<file path="config.mk">
export PLATFORM = sky130hd
export DESIGN_NAME = anim_frame_sequencer
export DESIGN_NICKNAME = d
export VERILOG_FILES = /design/src/rtl/anim_pkg.sv /design/src/rtl/bar_index_divider.sv /design/src/rtl/anim_frame_sequencer.sv
export SDC_FILE = /design/constraint.sdc
export NUM_CORES = 1
export LEC_CHECK = 0
export ABC_CLOCK_PERIOD_IN_PS = 3450
export CAP_MARGIN = 20
export CORE_AREA = 2 2 69 97
export DETAILED_ROUTE_END_ITERATION = 8
export DIE_AREA = 0 0 71 99
export PLACE_DENSITY = 0.67
export SYNTH_ARGS = -nofsm -noshare
export SYNTH_HDL_FRONTEND = slang
export SYNTH_SLANG_ARGS = --single-unit
</file>
<file path="constraint.sdc">
create_clock -name clk -period 3.45 [get_ports clk]
set_input_delay 0.5175 -clock clk [delete_from_list [all_inputs] [get_ports clk]]
set_output_delay 0.5175 -clock clk [all_outputs]
set_load 0.005 [all_outputs]
</file>
<file path="src/rtl/anim_pkg.sv">
// Shared constants, state encoding and helpers for the per-frame animation sequencer.
package anim_pkg;

    localparam int H_TOTAL       = 800;
    localparam int V_DISPLAY     = 480;
    localparam int WRAP          = 400;
    localparam int BAR_WIDTH     = 40;
    localparam int LUT_LEN       = 10;
    localparam int PLAYER_X      = 200;
    localparam int SPEED_DEFAULT = 4;

    localparam int POS_W = 10;
    localparam int IDX_W = 4;
    localparam int SPD_W = 4;

    typedef enum logic [2:0] {
        ST_INIT = 3'd0,
        ST_WAIT = 3'd1,
        ST_ADV  = 3'd2,
        ST_DIV  = 3'd3,
        ST_DONE = 3'd4
    } anim_state_e;

    // A zero speed setting would freeze the scroll, so it is treated as the slowest step.
    function automatic logic [SPD_W-1:0] speed_sanitize(input logic [SPD_W-1:0] s);
        return (s == '0) ? SPD_W'(1) : s;
    endfunction

endpackage

</file>
<file path="src/rtl/bar_index_divider.sv">
// Iterative subtract-by-BAR_WIDTH divider whose quotient counter wraps modulo LUT_LEN.
module bar_index_divider
    import anim_pkg::*;
(
    input  logic             clk,
    input  logic             rst_n,
    input  logic             start,
    input  logic [POS_W-1:0] dividend,
    output logic             done,
    output logic [IDX_W-1:0] quotient
);

    localparam logic [POS_W-1:0] BW    = POS_W'(BAR_WIDTH);
    localparam logic [IDX_W-1:0] Q_MAX = IDX_W'(LUT_LEN - 1);

    logic [POS_W-1:0] rem;
    logic             active;

    // Handshake: start is a single-cycle request accepted in any cycle (it restarts the
    // division); done is a single-cycle pulse while active, and quotient is valid during
    // that pulse and stays stable until the next start.
    assign done = active && (rem < BW);

    always_ff @(posedge clk or negedge rst_n) begin
        if (!rst_n) begin
            rem      <= '0;
            quotient <= '0;
            active   <= 1'b0;
        end else if (start) begin
            rem      <= dividend;
            quotient <= '0;
            active   <= 1'b1;
        end else if (active) begin
            if (rem >= BW) begin
                rem      <= rem - BW;
                quotient <= (quotient == Q_MAX) ? '0 : quotient + IDX_W'(1);
            end else begin
                active <= 1'b0;
            end
        end
    end

endmodule

</file>
<file path="src/rtl/anim_frame_sequencer.sv">
// Frame-rate scroll scheduler: syncs switches, advances x_offset once per frame during
// vertical blanking and derives the player's sine-LUT index.
module anim_frame_sequencer
    import anim_pkg::*;
(
    input  logic             clk,
    input  logic             rst_n,
    input  logic [9:0]       pix_x,
    input  logic [9:0]       pix_y,
    input  logic [3:0]       speed_sw,
    input  logic             pause_sw,
    output logic [9:0]       x_offset,
    output logic [3:0]       addr_player,
    output logic             show_player,
    output logic             frame_tick,
    output logic             busy,
    output anim_state_e      state
);

    localparam logic [9:0]       FE_X        = 10'(H_TOTAL - 1);
    localparam logic [9:0]       FE_Y        = 10'(V_DISPLAY - 1);
    localparam logic [9:0]       WRAP_V      = 10'(WRAP);
    localparam logic [9:0]       PLAYER_X_V  = 10'(PLAYER_X);
    localparam logic [IDX_W-1:0] ADDR_RESET  = IDX_W'((PLAYER_X / BAR_WIDTH) % LUT_LEN);
    localparam logic [SPD_W-1:0] SPEED_RESET = SPD_W'(SPEED_DEFAULT);

    anim_state_e      next_state;
    logic [3:0]       speed_s1, speed_s2, speed_q;
    logic             pause_s1, pause_s2, paused_q;
    logic             fe;
    logic             div_start, div_done;
    logic [IDX_W-1:0] div_q;
    logic [9:0]       sum, next_offset, dividend;

    always_ff @(posedge clk or negedge rst_n) begin
        if (!rst_n) begin
            speed_s1 <= '0;
            speed_s2 <= '0;
            pause_s1 <= 1'b0;
            pause_s2 <= 1'b0;
        end else begin
            speed_s1 <= speed_sw;
            speed_s2 <= speed_s1;
            pause_s1 <= pause_sw;
            pause_s2 <= pause_s1;
        end
    end

    // Last pixel of the last visible line: everything after this is blanking.
    assign fe = (pix_x == FE_X) && (pix_y == FE_Y);

    // speed_q <= 15 and x_offset < WRAP, so one conditional subtract suffices.
    assign sum         = x_offset + {6'd0, speed_q};
    assign next_offset = (sum >= WRAP_V) ? sum - WRAP_V : sum;
    assign dividend    = PLAYER_X_V + next_offset;

    always_ff @(posedge clk or negedge rst_n) begin
        if (!rst_n) state <= ST_INIT;
        else        state <= next_state;
    end

    always_comb begin
        next_state = state;
        div_start  = 1'b0;
        case (state)
            ST_INIT: if (fe) next_state = ST_WAIT;
            ST_WAIT: if (fe) next_state = pause_s2 ? ST_DONE : ST_ADV;
            ST_ADV: begin
                div_start  = 1'b1;
                next_state = ST_DIV;
            end
            ST_DIV:  if (div_done) next_state = ST_DONE;
            ST_DONE: next_state = ST_WAIT;
            default: next_state = ST_INIT;
        endcase
    end

    assign busy       = (state == ST_ADV) || (state == ST_DIV) || (state == ST_DONE);
    assign frame_tick = (state == ST_DONE);

    bar_index_divider u_div (
        .clk      (clk),
        .rst_n    (rst_n),
        .start    (div_start),
        .dividend (dividend),
        .done     (div_done),
        .quotient (div_q)
    );

    always_ff @(posedge clk or negedge rst_n) begin
        if (!rst_n) begin
            x_offset    <= '0;
            addr_player <= ADDR_RESET;
            show_player <= 1'b0;
            speed_q     <= SPEED_RESET;
            paused_q    <= 1'b0;
        end else begin
            if (fe)                         speed_q     <= speed_sanitize(speed_s2);
            if (fe && state == ST_INIT)     show_player <= 1'b1;
            if (fe && state == ST_WAIT)     paused_q    <= pause_s2;
            if (state == ST_ADV)            x_offset    <= next_offset;
            // A paused frame skips the divider, so its quotient would be stale.
            if (state == ST_DONE && !paused_q) addr_player <= div_q;
        end
    end

endmodule

</file>
==> flow_summary.ini <==
[status]
status = complete, no violations

[drt]
via_per_inst = 5.478
antenna_left = 0
drtIter0Drc = 145
route.detailed.drc = 0
via_count = 2235
wl_per_cell_um = 14.38
dr.pass1.iters = 4
routed_wl_um = 5869

[final_layout]
finalCoreUtilization = 0.5483
nFillCells = 556
final_area_um2 = 3382
nets = 373
antenna_cells = 0
area_growth_pct = 26.78
register_area_um2 = 1130
multi_input_area_um2 = 1511
drive_above_1_share = 0.1488

[synth]
synth_top_cell_area_share = 0.3940
synth.top_cells.by_count = dfrtp_1 (42), nand2_1 (37), nor2_1 (19), o21ai_0 (15), a21oi_1 (13)
synth.distinct_cells = 60
synth_ff_type = dfrtp_1
synth-edff-count = 0
synthCells = 281
yosysWarningCount = 0
synth.avg_cell_area_um2 = 9.493
syn_nets = 319
yosysMostFrequentCell = dfrtp_1
yosysSeqAreaShare = 0.4235
ys_ff_latch = 45
synth_top_area_cell = dfrtp_1
synth.area.top_cells = dfrtp_1 (39%), nand2_1 (5.2%), ha_1 (4.7%), mux2_2 (3.8%), dfstp_2 (3.0%)
ys_async_sr_fraction = 1.000
synth_area_um2 = 2668

[timing]
finalSetupTns_ps = 0
relSlewSlack = 0.6680
slew_viol_final = 0
fin_ws_ps = 193.8
max_slew.worst_pin.slew_ps = 495.1
setup_viol = 0
hold_violations = 0
fin_worst_skew_ps = 7.171
post-route-period-util = 0.9438
fin_crit_ps = 3256
clock.fmax_ghz = 0.3071

[power]
static-leakage-power_nw = 1.481
peakVddDrop_uv = 316.8
p_per_area_nw_per_um2 = 261.4

[setup_path]
critPathLaunchType = flop
startpoint = x_offset[0]$_DFFE_PN0P_
cp_data_required_time_ps = 3670
worstSetupPathType = reg -> reg
path_max_fanout = 4
reg2reg_from = x_offset[0]$_DFFE_PN0P_
end_kind = flop
arrival_ps = 3480

[clock_network]
cts_made_buffers = 5
cts_tree = done
path_clk_slew_ps = 80
ctsLongestPathBuffers = 2
cts-hold-fix-buffers = 0
cts_root_buf = clkbuf_8
clock_sinks = 45
htree_num_levels = 2
insertion_delay_ps = 290

[placement]
dpl_worst_slack_ps = 66.04
placed_area_um2 = 3211
dp_hpwl_um = 4460
gp_congestion = 0.9345
portBuffers = 46

[global_route]
antenna_found_initial = 0
overflow = 0
grt_start_max_net_pins = 46
grt_pass1_wl_um = 9639
grt_pass1_vias = 2087
track_usage = 0.1706

[floorplan]
core_area_um2 = 6168
start_util = 0.4325
num_rows = 34
io_pins = 47
die-width_um = 71
die_area_um2 = 7029
dieHeight_um = 99

[job]
max_cap_viol_count = 0

[min_path]
worstHoldPathType = in -> async
-- cell type report --
| class | instances | share of cell area |
|---|---|---|
| inverters | 13 | 0.01443 |
| flip-flops and latches | 45 | 0.3341 |
| well taps | 72 | 0.02664 |
| repair buffers | 53 | 0.1539 |
| clock buffers | 7 | 0.02257 |
| multi-input cells | 217 | 0.4469 |
| clock inverters | 1 | 0.001480 |
-- metrics by stage --
stage	total power, mW	hold WS [ps]	cells
after global routing	0.9271	16.62	408
after global placement	0.5864	332.5	396
after CTS	0.8970	352.9	404
after detailed placement	0.5870	336.5	396
final	0.8841	28.05	408
after floorplan	0.5477	221.9	281
-- state kept, by name, indices dropped and copies added, names as in the netlist --
register,cells
state,3
speed_q,4
speed_s2,4
paused_q,1
pause_s1,1
u_div.active,1
show_player,1
pause_s2,1
u_div.quotient,4
speed_s1,4
u_div.rem,7
x_offset,10
addr_player,4
-- kinds of logic after synthesis --
family,synth area share
adders and majority gates,0.05441
and+or+nand+nor,0.2205
AOI/OAI and AO/OA,0.1707
xor gates and xnor gates,0.05207
buffers and inverters,0.02767
DFF,0.4235
muxes,0.05113
-- cells in the final DEF, fill, tap and decap left out, types with 7 or more instances in the layout --
master,instances
nor2_1,19
nor3_1,10
nand2b_1,7
xnor2_1,8
clkdlybuf4s50_1,45
inv_1,12
a21oi_1,13
nand2_1,37
o21ai_0,15
mux2_2,9
dfrtp_1,42
-- worst max-delay path, stage by stage, from the launching register on --
cell      delay, ps
dfrtp_1         360
ha_2            210
inv_1            50
fa_1            400
nand2b_4        190
a21oi_4         260
xnor2_4         130
ha_2            190
nand4b_1        100
a21o_1          120
nand3_1         110
a21oi_2         250
xnor2_2         150
ha_2            210
o21ai_1          90
and4_1          220
nor3_2          140
-- final timing paths --
check | endpoint | slack, ps | cells past startpoint
worst min-delay path | speed_s1[0]$_DFF_PN0_ | 30 | 1
worst max register to register | u_div.rem[9]$_DFFE_PN0P_ | 190 | 16
worst min register to register | speed_s2[2]$_DFF_PN0_ | 350 | 0
max in group asynchronous | addr_player[2]$_DFFE_PN1P_ | 2940 | 2
min in group clk | speed_s2[2]$_DFF_PN0_ | 350 | 0
worst max-delay path | u_div.rem[9]$_DFFE_PN0P_ | 190 | 16
-- power by group --
part	total [mW]	switching (mW)	leakage, nW	internal (mW)
registers	0.535	0.00211	0.595	0.533
clock network	0.306	0.164	0.0422	0.142
logic	0.0430	0.0140	0.844	0.0290
-- routing by layer --
| metal | part of all wire | track usage |
|---|---|---|
| met2 | 0.53 | 0.3012 |
| met5 | 0 | 0 |
| met1 | 0.41 | 0.2091 |
| met4 | 0.023 | 0.05951 |
| met3 | 0.034 | 0.02658 |
-- what timing repair did --
item | 4_1_cts | 5_1_grt
gates resized for setup | 0 | 9
setup buffers | 0 | 3
endpoints found under the setup margin | 0 | 6
(Power assumes the default switching activity.)
